===== config.mk =====
export PLATFORM = sky130hd
export DESIGN_NAME = clk_div_cfg_ctrl
export DESIGN_NICKNAME = d
export VERILOG_FILES = /design/src/rtl/clk_div_cfg_ctrl.sv
export SDC_FILE = /design/constraint.sdc
export NUM_CORES = 1
export LEC_CHECK = 0
export CAP_MARGIN = 40
export CORE_AREA = 5 5 93 95
export CTS_CLUSTER_DIAMETER = 60
export CTS_CLUSTER_SIZE = 30
export DETAILED_ROUTE_END_ITERATION = 7
export DIE_AREA = 0 0 98 100
export GPL_ROUTABILITY_DRIVEN = 0
export PLACE_DENSITY = 0.48
export RECOVER_POWER = 100
export SETUP_SLACK_MARGIN = 0.05
export SYNTH_ARGS = -nofsm -noshare
export SYNTH_HDL_FRONTEND = slang
export SYNTH_SLANG_ARGS = --single-unit

===== constraint.sdc =====
create_clock -name ref_clk -period 8.5 [get_ports ref_clk]
set_clock_uncertainty 0.05 [all_clocks]
set_input_delay 2.55 -clock ref_clk [delete_from_list [all_inputs] [get_ports ref_clk]]
set_output_delay 2.55 -clock ref_clk [all_outputs]
set_load 0.02 [all_outputs]

===== src/rtl/clk_div_cfg_ctrl.sv =====
// clk_div_cfg_ctrl: arbitrates two ratio requesters and sequences each ratio
// change into the programmable clock divider without glitches. The divider is
// gated, the ratio is loaded, the divider is re-enabled, the sequencer waits for
// the divider output to settle, and then the granted requester gets an ack.
//
// state  | meaning
// -------+---------------------------------------------------------------
// IDLE   | waiting for a request; arbitration happens here
// GATE   | clk_En held low for GATE_CYC clocks before the ratio changes
// LOAD   | new ratio written to Div_rat (clk_En still low)
// ENABLE | clk_En restored (ratio >= 2); wait S clocks for settling
// ACK    | one-clock ack pulse to the granted requester
module clk_div_cfg_ctrl #(
  parameter int unsigned GATE_CYC = 2,
  parameter logic [7:0]  RST_RAT  = 8'd8,
  parameter logic        RST_EN   = 1'b0
) (
  input  logic       ref_clk,
  input  logic       rst,
  input  logic       req_a,
  input  logic [7:0] rat_a,
  input  logic       req_b,
  input  logic [7:0] rat_b,
  output logic       ack_a,
  output logic       ack_b,
  output logic [7:0] Div_rat,
  output logic       clk_En,
  output logic       busy,
  output logic       gnt_b
);

  typedef enum logic [2:0] {
    ST_IDLE,
    ST_GATE,
    ST_LOAD,
    ST_ENABLE,
    ST_ACK
  } state_t;

  // Terminal count of the gating window (cnt runs 0..GATE_CYC-1).
  localparam logic [7:0] GATE_LAST = 8'(GATE_CYC - 1);

  state_t     state_q, state_d;
  logic [7:0] cnt_q, cnt_d;
  logic [7:0] rat_q, rat_d;
  logic [7:0] div_q, div_d;
  logic       en_q, en_d;
  logic       ack_a_q, ack_a_d;
  logic       ack_b_q, ack_b_d;
  logic       busy_q, busy_d;
  logic       gnt_b_q, gnt_b_d;

  logic       grant;
  logic       grant_b;
  logic [7:0] rat_sel;
  logic       rat_sel_en;
  logic       rat_q_en;
  logic [7:0] enable_last;

  assign grant      = req_a | req_b;
  assign rat_sel    = grant_b ? rat_b : rat_a;
  // Ratios 0 and 1 put the divider in bypass, so it stays disabled.
  assign rat_sel_en = (rat_sel >= 8'd2);
  assign rat_q_en   = (rat_q >= 8'd2);
  // Settling lasts R clocks for a real ratio and a single clock in bypass.
  // Largest value is 254, so the 8-bit counter never wraps before it.
  assign enable_last = rat_q_en ? (rat_q - 8'd1) : 8'd0;

  // Round-robin pick: a lone requester wins, contention goes to the one not served last.
  always_comb begin
    grant_b = req_b;
    if (req_a && req_b) begin
      grant_b = ~gnt_b_q;
    end
  end

  // Next-state and next-output computation for the change sequencer.
  always_comb begin
    state_d = state_q;
    cnt_d   = cnt_q;
    rat_d   = rat_q;
    div_d   = div_q;
    en_d    = en_q;
    gnt_b_d = gnt_b_q;

    unique case (state_q)
      ST_IDLE: begin
        if (grant) begin
          rat_d   = rat_sel;
          gnt_b_d = grant_b;
          if ((rat_sel == div_q) && (en_q == rat_sel_en)) begin
            // Divider already runs with the requested setting: just acknowledge.
            state_d = ST_ACK;
          end else begin
            en_d    = 1'b0;
            cnt_d   = 8'd0;
            state_d = ST_GATE;
          end
        end
      end

      ST_GATE: begin
        cnt_d = cnt_q + 8'd1;
        if (cnt_q == GATE_LAST) begin
          state_d = ST_LOAD;
        end
      end

      ST_LOAD: begin
        div_d   = rat_q;
        cnt_d   = 8'd0;
        state_d = ST_ENABLE;
      end

      ST_ENABLE: begin
        // Enable is restored one clock after the ratio load, never together with it.
        en_d = rat_q_en;
        if (cnt_q == enable_last) begin
          state_d = ST_ACK;
        end else begin
          cnt_d = cnt_q + 8'd1;
        end
      end

      ST_ACK: begin
        state_d = ST_IDLE;
      end

      default: begin
        state_d = ST_IDLE;
      end
    endcase

    ack_a_d = (state_d == ST_ACK) && !gnt_b_d;
    ack_b_d = (state_d == ST_ACK) && gnt_b_d;
    busy_d  = (state_d != ST_IDLE);
  end

  // State, counter, latched ratio and all outputs are registered together.
  always_ff @(posedge ref_clk or posedge rst) begin
    if (rst) begin
      state_q <= ST_IDLE;
      cnt_q   <= 8'd0;
      rat_q   <= 8'd0;
      div_q   <= RST_RAT;
      en_q    <= RST_EN;
      ack_a_q <= 1'b0;
      ack_b_q <= 1'b0;
      busy_q  <= 1'b0;
      gnt_b_q <= 1'b1;
    end else begin
      state_q <= state_d;
      cnt_q   <= cnt_d;
      rat_q   <= rat_d;
      div_q   <= div_d;
      en_q    <= en_d;
      ack_a_q <= ack_a_d;
      ack_b_q <= ack_b_d;
      busy_q  <= busy_d;
      gnt_b_q <= gnt_b_d;
    end
  end

  assign ack_a   = ack_a_q;
  assign ack_b   = ack_b_q;
  assign Div_rat = div_q;
  assign clk_En  = en_q;
  assign busy    = busy_q;
  assign gnt_b   = gnt_b_q;

endmodule


==> metrics <==
Fmax 151.4 MHz; max-slew violations 50; clk root buf clkbuf_8; setup bufs post-CTS 0; WL final 6.119 mm; die footprint 9800 sq um; crit-path leading delay family compound AO/OA/AOI/OAI gates; Post-synth EDFFs 0; Worst path max stage delay 1.71 ns; multiplexer share of the synthesized area 0.07428; H-tree Lvls 2; Synth Area in XOR/XNOR 0.05796; count of final hold-check violations 0; clock transition time at the flip-flop clock pins of the worst setup and hold paths 0.07 ns; post-synthesis compound-gate area fraction 0.2077; Hold Buf Count CTS 0; placed insts 364; CORE AREA 7647 sq um; setup slack, reg-to-reg 4.42 ns; relative slew slack -0.5132; wire length per cell 16.45 um; crit share post-route 0.7771; path category of the worst min-delay check reg -> reg; Cell Area, Placed 2623 sq um; max-cap viol count 2; initial DRC count 49; vias in the first global route 2,004; Starting Density 0.2907; largest family of logic cells by synthesized area simple AND/OR/NAND/NOR gates; register area share after synthesis 0.3613; DIE WIDTH 98 um; CP endpoint kind flop; fin crit period 6.605 ns; final setup TNS 0 ns; final std cells w/o fill 372; fin area 2715 sq um; CP max FO 16; I/O pins 33; DRC Markers 0; first-pass GRT wire length 10.20 mm; initial antenna violation count 0; layout cells sized above 1 0.07778; Die H 100 um; Vias per Instance 5.164; Pwr Total 0.0008913 W; Avg Inst Size Synth 9.264 sq um; area share of and/or/nand/nor cells after synthesis 0.2273; clk_lat worst skew 0.29 ns; LEAKAGE 1.068 nW; Cell Rows 32; Longest Clk Path Bufs 2; Fill cells 795; Cells after Synth 240; Worst Path Required 8.61 ns; power density cells 328.3 nW/um^2; total CTS buffers 5; unrepaired setup endpoints after global routing no; Async SR Flop Fraction 1.000; commonest non-fill, non-tap cell in the layout dfrtp_1; Synth Flop Type dfrtp_1; synth unique cells 61; Cell Chain, Critical Path dlygate4sd3_1 -> a21boi_0 -> mux2i_1 -> a221oi_1 -> nand4_1 -> o41ai_1 -> and2b_4 -> mux2_1; pin count of the biggest net entering global routing 33; run status finished with violations; Setup CP Type in -> reg; most frequent cells in the layout dfrtp_1, nor2_1, clkdlybuf4s50_1, dlygate4sd3_1, inv_1; grt ovf 0; post-cts sizing count 0; drt first pass iters 4; Max VDD drop 0.1124 mV; failing checks capacitance limit, slew limit; critical path launch point type input port; Crit path buffers/inverters 1; register bit count reported by yosys 32; IO buf count 32; CP max-delay cell a21boi_0; CTS tree built; # setup viols final 0; net count after synthesis 264; Nets 293; worst path arrival time 6.72 ns; Least-Margin Pin Slew 2.250 ns; adder-cell share of the synthesized area 0.02251; vias 1,921; gr usage total 0.1293; Syn. warnings 0; Routed Antenna Nets 0; HPWL after DPL 4.762 mm; P&R area growth vs syn 22.12%; Sink Count 32; ANT cells 0; synthesized cell area 2223 sq um
-- flip-flops by register name, summed over array words and instances, names as in the netlist --
name and cells:
clk_En 1, gnt_b 1, rat_q 8, ack_b 1, ack_a 1, cnt_q 8, state_q 3, Div_rat 8
busy 1
-- area by class of cell --
| cell class | instances | area, sq um | share of cell area |
|---|---|---|---|
| Clock inverter | 2 | 35.03 | 0.01290 |
| Multi-Input combinational cell | 183 | 1300 | 0.4788 |
| Sequential cell | 32 | 803.3 | 0.2959 |
| Clock buffer | 6 | 72.57 | 0.02673 |
| Inverter | 14 | 52.55 | 0.01935 |
| Timing Repair Buffer | 33 | 324.1 | 0.1194 |
| Tap cell | 102 | 127.6 | 0.04700 |
-- synthesized netlist by cell type (all sizes together) (2+ instances only) --
library cell	count	area share
o211ai	4	0.014
o22ai	3	0.011
nor2b	3	0.0084
o2111ai	2	0.016
inv	14	0.024
xor2	4	0.016
a31oi	5	0.014
or4b	2	0.011
and3	7	0.020
o21ai	9	0.020
ha	4	0.023
dfrtp	30	0.34
nand4	5	0.014
a21oi	13	0.029
nand2b	10	0.028
nand3	4	0.0090
nor2	21	0.035
a2111oi	2	0.016
xnor2	8	0.032
nor3b	2	0.0068
a22oi	2	0.0068
nand2	11	0.019
nor3	6	0.014
or4	2	0.0068
buf	5	0.015
o221ai	2	0.0079
or2	2	0.0056
or3	3	0.0084
o21a	2	0.0068
a221oi	2	0.0079
clkbuf	6	0.010
dfstp	2	0.024
mux2i	9	0.041
mux2	6	0.034
a2bb2oi	2	0.0079
nor4	6	0.017
nand3b	3	0.010
-- report_power, final --
part	switching [W]	internal (W)	total [W]
clock	0.0000570	0.0000869	0.000144
combinational	0.000216	0.000199	0.000415
sequential	0.000115	0.000217	0.000332
total	0.000388	0.000504	0.000891
-- cell families after synthesis --
logic type,count (synthesis)
AO/OA/AOI/OAI,60
adder cells (fa/ha/maj),4
AND/OR/NAND/NOR,91
buffers and inverters,25
multiplexers,15
flip-flops,32
XOR/XNOR,13
-- stage by stage --
stage          worst slack (ns)    util  hold WS [ns]
6_report                  1.895  0.3550        0.5100
5_1_grt                   1.461  0.3550        0.5364
4_1_cts                   3.122  0.3570        0.5163
3_5_place_dp              2.815  0.3429        0.5079
3_3_place_gp              2.931  0.3429        0.5008
2_1_floorplan             3.768       -        0.4380
-- per-layer routing --
layer | vias to the layer above | share of wire | global-route usage
met5 | - | 0 | 0
met4 | 0 | 0.015 | 0.03834
met3 | 9 | 0.028 | 0.02641
met2 | 31 | 0.48 | 0.2131
met1 | 932 | 0.48 | 0.1717
li1 | 949 | - | -
-- final timing paths --
path / from / to / depth (start not counted)
min: state_q[2] / state_q[1] / 1
min in group asynchronous: rst / Div_rat[4] / 3
max: req_b / cnt_q[1] / 8
max in group asynchronous: rst / cnt_q[4] / 3
max reg2reg: gnt_b / cnt_q[1] / 7
min reg2reg: state_q[2] / state_q[1] / 1
-- worst register-to-register path, stage by stage (launching register included) --
cell and delay (ns):
dfstp_2 0.38, a21boi_0 1.66, mux2i_1 0.29, a221oi_1 0.36, nand4_1 0.17, o41ai_1 0.46, and2b_4 0.28, mux2_1 0.32
No activity file was read; power rests on OpenSTA's default activity.
